**src/rtl/if_id_ex_front_if.sv**
```systemverilog
// if_id_ex_front_if
//   Bundles the stall controls from the hazard unit, the branch redirect, the
//   instruction-memory port, the decoded ID fields and the ID/EX outputs of
//   the pipeline front end.
//   master : hazard unit / decoder / memory side (drives the controls).
//   slave  : if_id_ex_front (drives PC, IF/ID and ID/EX state).
//   Optional macro STALL_CNT_EN adds the 16-bit stall_count signal.
interface if_id_ex_front_if #(
   parameter int AW = 16,
   parameter int IW = 16,
   parameter int CW = 8
);
   logic          pc_write;
   logic          ifid_write;
   logic          haz_mux_con;
   logic          branch_taken;
   logic [AW-1:0] branch_target;
   logic [IW-1:0] imem_rdata;
   logic [CW-1:0] id_ctrl;
   logic [3:0]    id_rs;
   logic [3:0]    id_rt;
   logic [AW-1:0] imem_addr;
   logic [IW-1:0] ifid_instr;
   logic [AW-1:0] ifid_pc1;
   logic          ifid_valid;
   logic [CW-1:0] ex_ctrl;
   logic [3:0]    ex_rs;
   logic [3:0]    ex_rt;
   logic          ex_mem_read;
   logic          ex_valid;
`ifdef STALL_CNT_EN
   logic [15:0]   stall_count;
`endif

   modport master (
      output pc_write, ifid_write, haz_mux_con, branch_taken, branch_target,
             imem_rdata, id_ctrl, id_rs, id_rt,
`ifdef STALL_CNT_EN
      input  stall_count,
`endif
      input  imem_addr, ifid_instr, ifid_pc1, ifid_valid, ex_ctrl, ex_rs,
             ex_rt, ex_mem_read, ex_valid
   );

   modport slave (
      input  pc_write, ifid_write, haz_mux_con, branch_taken, branch_target,
             imem_rdata, id_ctrl, id_rs, id_rt,
`ifdef STALL_CNT_EN
      output stall_count,
`endif
      output imem_addr, ifid_instr, ifid_pc1, ifid_valid, ex_ctrl, ex_rs,
             ex_rt, ex_mem_read, ex_valid
   );
endinterface

```
**src/rtl/if_id_ex_front.sv**
```systemverilog
// if_id_ex_front
//   Pipeline front end: PC register, IF/ID register and ID/EX control /
//   register-address latch. Applies load-use stalls from the hazard unit by
//   freezing PC and IF/ID, and inserts bubbles by zeroing ID/EX control.
//   Ports:
//     clk   : rising-edge clock
//     rst_n : synchronous active-low reset
//     bus   : if_id_ex_front_if.slave (controls in, PC / IF/ID / ID/EX out)
//   Priority each edge: reset > branch_taken > stall/normal.
//   Optional macro STALL_CNT_EN: saturating 16-bit count of edges where the
//   PC was held by the hazard unit (bus.stall_count).
module if_id_ex_front #(
   parameter int            AW          = 16,
   parameter int            IW          = 16,
   parameter int            CW          = 8,
   parameter int            MEMREAD_BIT = 3,
   parameter logic [AW-1:0] RESET_PC    = '0
) (
   input logic             clk,
   input logic             rst_n,
   if_id_ex_front_if.slave bus
);
   logic [AW-1:0] pc;
   logic [AW-1:0] pcPlus1;
   logic [IW-1:0] ifidInstr;
   logic [AW-1:0] ifidPc1;
   logic          ifidValid;
   logic [CW-1:0] exCtrl;
   logic [3:0]    exRs;
   logic [3:0]    exRt;
   logic          exValid;

   assign pcPlus1 = pc + {{(AW-1){1'b0}}, 1'b1};

   always_ff @(posedge clk) begin
      if (!rst_n) begin
         pc        <= RESET_PC;
         ifidInstr <= '0;
         ifidPc1   <= '0;
         ifidValid <= 1'b0;
         exCtrl    <= '0;
         exRs      <= '0;
         exRt      <= '0;
         exValid   <= 1'b0;
      end else if (bus.branch_taken) begin
         pc        <= bus.branch_target;
         ifidInstr <= '0;
         ifidPc1   <= '0;
         ifidValid <= 1'b0;
         exCtrl    <= '0;
         exRs      <= '0;
         exRt      <= '0;
         exValid   <= 1'b0;
      end else begin
         if (bus.pc_write) pc <= pcPlus1;
         if (bus.ifid_write) begin
            ifidInstr <= bus.imem_rdata;
            ifidPc1   <= pcPlus1;
            ifidValid <= 1'b1;
         end
         // ID/EX never holds: it takes the decoded bundle or a bubble.
         if (bus.haz_mux_con && ifidValid) begin
            exCtrl  <= bus.id_ctrl;
            exRs    <= bus.id_rs;
            exRt    <= bus.id_rt;
            exValid <= 1'b1;
         end else begin
            exCtrl  <= '0;
            exRs    <= '0;
            exRt    <= '0;
            exValid <= 1'b0;
         end
      end
   end

`ifdef STALL_CNT_EN
   logic [15:0] stallCount;

   always_ff @(posedge clk) begin
      if (!rst_n) begin
         stallCount <= '0;
      end else if (!bus.branch_taken && !bus.pc_write && (stallCount != '1)) begin
         stallCount <= stallCount + 16'd1;
      end
   end

   assign bus.stall_count = stallCount;
`endif

   assign bus.imem_addr   = pc;
   assign bus.ifid_instr  = ifidInstr;
   assign bus.ifid_pc1    = ifidPc1;
   assign bus.ifid_valid  = ifidValid;
   assign bus.ex_ctrl     = exCtrl;
   assign bus.ex_rs       = exRs;
   assign bus.ex_rt       = exRt;
   assign bus.ex_mem_read = exCtrl[MEMREAD_BIT];
   assign bus.ex_valid    = exValid;
endmodule

```
**src/flat_wrapper.sv**
```systemverilog
// flat-port wrapper written by rule: the top's interface ports become plain ports
module if_id_ex_front_flat 
#(
   parameter int            AW          = 16,
   parameter int            IW          = 16,
   parameter int            CW          = 8,
   parameter int            MEMREAD_BIT = 3,
   parameter logic [AW-1:0] RESET_PC    = '0
)
  (clk, rst_n, bus_pc_write, bus_ifid_write, bus_haz_mux_con, bus_branch_taken, bus_branch_target, bus_imem_rdata, bus_id_ctrl, bus_id_rs, bus_id_rt, bus_imem_addr, bus_ifid_instr, bus_ifid_pc1, bus_ifid_valid, bus_ex_ctrl, bus_ex_rs, bus_ex_rt, bus_ex_mem_read, bus_ex_valid);
  if_id_ex_front_if #(.AW(AW), .IW(IW), .CW(CW)) bus_i ();
  input logic clk;
  input logic rst_n;
  input wire logic [$bits(bus_i.pc_write)-1:0] bus_pc_write;
  input wire logic [$bits(bus_i.ifid_write)-1:0] bus_ifid_write;
  input wire logic [$bits(bus_i.haz_mux_con)-1:0] bus_haz_mux_con;
  input wire logic [$bits(bus_i.branch_taken)-1:0] bus_branch_taken;
  input wire logic [$bits(bus_i.branch_target)-1:0] bus_branch_target;
  input wire logic [$bits(bus_i.imem_rdata)-1:0] bus_imem_rdata;
  input wire logic [$bits(bus_i.id_ctrl)-1:0] bus_id_ctrl;
  input wire logic [$bits(bus_i.id_rs)-1:0] bus_id_rs;
  input wire logic [$bits(bus_i.id_rt)-1:0] bus_id_rt;
  output wire logic [$bits(bus_i.imem_addr)-1:0] bus_imem_addr;
  output wire logic [$bits(bus_i.ifid_instr)-1:0] bus_ifid_instr;
  output wire logic [$bits(bus_i.ifid_pc1)-1:0] bus_ifid_pc1;
  output wire logic [$bits(bus_i.ifid_valid)-1:0] bus_ifid_valid;
  output wire logic [$bits(bus_i.ex_ctrl)-1:0] bus_ex_ctrl;
  output wire logic [$bits(bus_i.ex_rs)-1:0] bus_ex_rs;
  output wire logic [$bits(bus_i.ex_rt)-1:0] bus_ex_rt;
  output wire logic [$bits(bus_i.ex_mem_read)-1:0] bus_ex_mem_read;
  output wire logic [$bits(bus_i.ex_valid)-1:0] bus_ex_valid;
  assign bus_i.pc_write = bus_pc_write;
  assign bus_i.ifid_write = bus_ifid_write;
  assign bus_i.haz_mux_con = bus_haz_mux_con;
  assign bus_i.branch_taken = bus_branch_taken;
  assign bus_i.branch_target = bus_branch_target;
  assign bus_i.imem_rdata = bus_imem_rdata;
  assign bus_i.id_ctrl = bus_id_ctrl;
  assign bus_i.id_rs = bus_id_rs;
  assign bus_i.id_rt = bus_id_rt;
  assign bus_imem_addr = bus_i.imem_addr;
  assign bus_ifid_instr = bus_i.ifid_instr;
  assign bus_ifid_pc1 = bus_i.ifid_pc1;
  assign bus_ifid_valid = bus_i.ifid_valid;
  assign bus_ex_ctrl = bus_i.ex_ctrl;
  assign bus_ex_rs = bus_i.ex_rs;
  assign bus_ex_rt = bus_i.ex_rt;
  assign bus_ex_mem_read = bus_i.ex_mem_read;
  assign bus_ex_valid = bus_i.ex_valid;
  if_id_ex_front #(.AW(AW), .IW(IW), .CW(CW), .MEMREAD_BIT(MEMREAD_BIT), .RESET_PC(RESET_PC)) u_core (.clk(clk), .rst_n(rst_n), .bus(bus_i));
endmodule
```
**config.mk**
```make
export PLATFORM = sky130hd
export DESIGN_NAME = if_id_ex_front_flat
export DESIGN_NICKNAME = d
export VERILOG_FILES = /design/src/rtl/if_id_ex_front_if.sv /design/src/rtl/if_id_ex_front.sv /design/src/flat_wrapper.sv
export SDC_FILE = /design/constraint.sdc
export NUM_CORES = 1
export LEC_CHECK = 0
export ABC_CLOCK_PERIOD_IN_PS = 1900
export CORE_ASPECT_RATIO = 1.25
export CORE_MARGIN = 2
export CORE_UTILIZATION = 41
export DETAILED_ROUTE_END_ITERATION = 12
export PLACE_DENSITY = 0.75
export SLEW_MARGIN = 20
export SYNTH_ARGS = -nofsm -noshare
export SYNTH_HDL_FRONTEND = slang
export SYNTH_SLANG_ARGS = --single-unit
```
**constraint.sdc**
```tcl
create_clock -name clk -period 1.9 [get_ports clk]
set_input_delay 0.38 -clock clk [delete_from_list [all_inputs] [get_ports clk]]
set_output_delay 0.38 -clock clk [all_outputs]
set_load 0.05 [all_outputs]
```
==> key figures <==
Floorplanning
  – Die Footprint: 7220 um2
  – Horizontal extent of the die: 76.4 um
  – Vert. Die Dim: 94.5 um
  – Starting density of the core: 41.7%
  – Num rows: 33
  – CORE AREA: 6440 um2
  – # IOs: 121

Yosys
  – Multiplexer share of the synthesized area: 7.08%
  – Basic-gate share of the synthesized area counting and, or, nand and nor cells: 20.1%
  – Portion of the post-synthesis area used by sequential elements: 49.2%
  – Mean post-synth cell area: 9.46 um2
  – Area share of fa/ha/maj cells after synthesis: 0.466%
  – Largest family of logic cells by synthesized area: simple AND/OR/NAND/NOR gates
  – Distinct cell type count after synthesis: 33
  – Async set-reset flop share out of synthesis: 0%
  – Synthesized instance count: 284
  – Synth Register Bits: 66
  – Warning count from the yosys run: 0
  – Synthesized area: 2690 um2
  – Xor/xnor cell area share of the yosys netlist: 6.84%
  – Synthesized-area fraction occupied by ao, oa, aoi and oai cells: 11.5%
  – Most used flip-flop cell after synthesis: dfxtp_1
  – Synthesized net count: 339
  – Number of enable flip-flop cells after synthesis: 0

CTS
  – Clock transition time at the flip-flop clock pins of the worst setup and hold paths: 0.07 ns
  – Sinks on the clock net: 66
  – CTS Buffer Depth: 2
  – Number of buffers inserted during clock tree synthesis: 9
  – Hold bufs inserted after CTS: 0
  – CTS root buffer: clkbuf_8
  – Clk Latency, worst-skew pair: 0.33 ns
  – H-tree depth: 3
  – Setup Fix Bufs, Post-CTS: 0
  – CTS tree: built

Placed design
  – IO Port Bufs: 120
  – Half-perimeter wire length after detailed placement: 5.12 mm
  – Worst-case setup slack after placement: -0.0101 ns
  – GP Congestion: 0.773

STA
  – Setup TNS: 0 ns
  – Count of endpoints failing hold in the final timing report: 0
  – Maximum clock frequency: 541 MHz
  – Max Slew Vio Count: 0
  – Worst setup margin: 0.0520 ns
  – Transition at the pin with the smallest max-transition slack: 0.765 ns
  – Headroom to the max-slew limit: 48.8%
  – Final period utilization: 97.3%
  – Post-layout minimum cycle time: 1.85 ns
  – Number of endpoints failing setup at the final stage: 0
  – Post-Route Skew: 0.00736 ns
  – Setup repair after global routing missed its margin: false

Worst setup path
  – CP max stage delay: 0.80 ns
  – CP arrival: 1.47 ns
  – Crit Path Category: flip-flop to output port
  – Dominant delay contributor by cell family on the critical path: buffers and inverters
  – Ordered cell list for the critical path: clkdlybuf4s50_1
  – Nature of the critical path startpoint: flip-flop
  – Largest fanout of any net on the critical path: 2
  – CP Capture Type: output port
  – R2r setup slk: 0.23 ns
  – Sum of buffers and inverters on the critical path: 1
  – Required time of the critical path: 1.52 ns
  – Slowest cell on crit path: clkdlybuf4s50_1

Power and ir drop
  – Peak supply drop: 0.481 mV
  – Overall power of the completed layout: 3.25 mW
  – Power per Cell Area: 779 nW/um2
  – Seq pwr share: 45.7%
  – Leakage: 1.86 nW
  – Combinational cell fraction of total power: 18.3%
  – Clk network pwr share: 36.0%
  – Net switching fraction of the power: 28.2%
  – Net switching component of the power: 916 uW
  – Pint: 2.33 mW

Route
  – 1st-iter DRT viols: 97
  – Routed wirelength normalized by instance count: 13.7 um
  – Via count normalized by instance count: 4.85
  – Final ANT Viol Nets: 0
  – DR DRC count: 0
  – Routed wire length: 6.85 mm
  – Router iterations before antenna repair: 4
  – Vias post-DR: 2,425

Finish
  – Fraction of final layout cells with drive strength greater than 1: 17.2%
  – Number of antenna repair diodes: 0
  – Final core occ: 64.7%
  – Commonest non-fill, non-tap cells in the layout: 78 x clkdlybuf4s50_1, 61 x dfxtp_1, 44 x buf_4, 36 x nor2_1, 19 x mux2i_1
  – Number of nets in the finished design: 463
  – Most common cell after layout, fill and taps aside: clkdlybuf4s50_1
  – Count of filler cells inserted in the layout: 557
  – Growth of design area from synthesis to finish: 55.1%

Global route
  – Grt peak-use layer: met2
  – Met1 Usage GRT: 24.1%
  – Global routing met2 resource utilization: 32.6%
  – Vias in the first global route: 2,277
  – Global-route wire length before repair: 11.0 mm
  – Global routing usage summed across all routing layers: 19.2%
  – Initial antenna violation count: 0
  – Maximum number of pins on one net before global-route repair: 37
  – Met3 GRT Util: 3.35%
  – Grt ovf: 0

Hold path
  – HP Class: input pin to flip-flop

Job
  – Number of maximum-capacitance constraint violations: 0

Run status
  – Status: complete, no violations
power groups by stage:
| stage | registers [mW] | clock network, mW | logic [mW] |
|---|---|---|---|
| after detailed placement | 1.52 | 0 | 0.598 |
| after floorplan | 1.69 | 0 | 0.167 |
| final | 1.49 | 1.17 | 0.594 |
| after CTS | 1.49 | 1.19 | 0.599 |
| after global placement | 1.51 | 0 | 0.591 |
| after global routing | 1.49 | 1.26 | 0.634 |
state kept, by name (all words and copies together) (netlist names):
register,cells
u_core.bus.ifid_instr,16
u_core.bus.ifid_pc1,16
u_core.bus.ex_rt,4
u_core.bus.ifid_valid,1
u_core.bus.ex_valid,1
u_core.bus.ex_ctrl,8
u_core.bus.ex_rs,4
u_core.bus.imem_addr,16
layout make-up:
class,instances,area (um2),area share (%)
Sequential cell,66,1330,31.8
Timing Repair Buffer,136,1290,30.9
Multi-Input combinational cell,192,1240,29.7
Clock buffer,11,141,3.39
Tap cell,87,109,2.61
Clock inverter,5,53.8,1.29
Inverter,3,11.3,0.270
per-layer routing:
metal	vias to the layer above	part of all wire, %
met3	11	4.3
met4	0	1.7
met5	-	0
met1	1114	43
met2	71	51
li1	1229	-
cell usage after synthesis, drive strengths merged, types with 9 or more instances:
master	count	share of area, %
and2	17	4.0
mux2i	19	7.1
buf	11	2.7
o21ai	18	3.4
dfxtp	66	49
nand3	9	2.3
a211oi	11	3.1
nor2	36	5.0
xor2	15	4.9
nand2	16	2.3
nand4	9	2.3
clkbuf	12	1.7
cells by family after synthesis:
group | Yosys count
simple gates | 103
flops | 66
xor+xnor | 21
compound gates | 48
buf+inv | 26
mux | 19
fa+ha+maj | 1
final timing paths:
| kind | from | endpoint | cells after the start |
|---|---|---|---|
| worst min-delay path | bus_ifid_write | u_core.bus.ifid_pc1[7] | 2 |
| worst max-delay path | u_core.bus.ifid_pc1[5] | bus_ifid_pc1[5] | 1 |
| worst max register to register | u_core.bus.imem_addr[0] | u_core.bus.ifid_pc1[12] | 5 |
| worst min register to register | u_core.bus.ifid_valid | u_core.bus.ifid_valid | 2 |
repair_timing:
item / in CTS / in global routing
setup endpoints to repair: 1 / 10
pin swaps: 0 / 0
gates resized for setup: 1 / 10
through the flow:
stage	hold slack, ns	cell area, um2	instances
2_1_floorplan	0.502	2690	284
3_3_place_gp	0.472	3950	484
5_1_grt	0.483	4170	500
4_1_cts	0.461	4140	500
6_report	0.465	4170	500
3_5_place_dp	0.479	3950	484
Note: power is estimated with default switching activity, not from simulation.
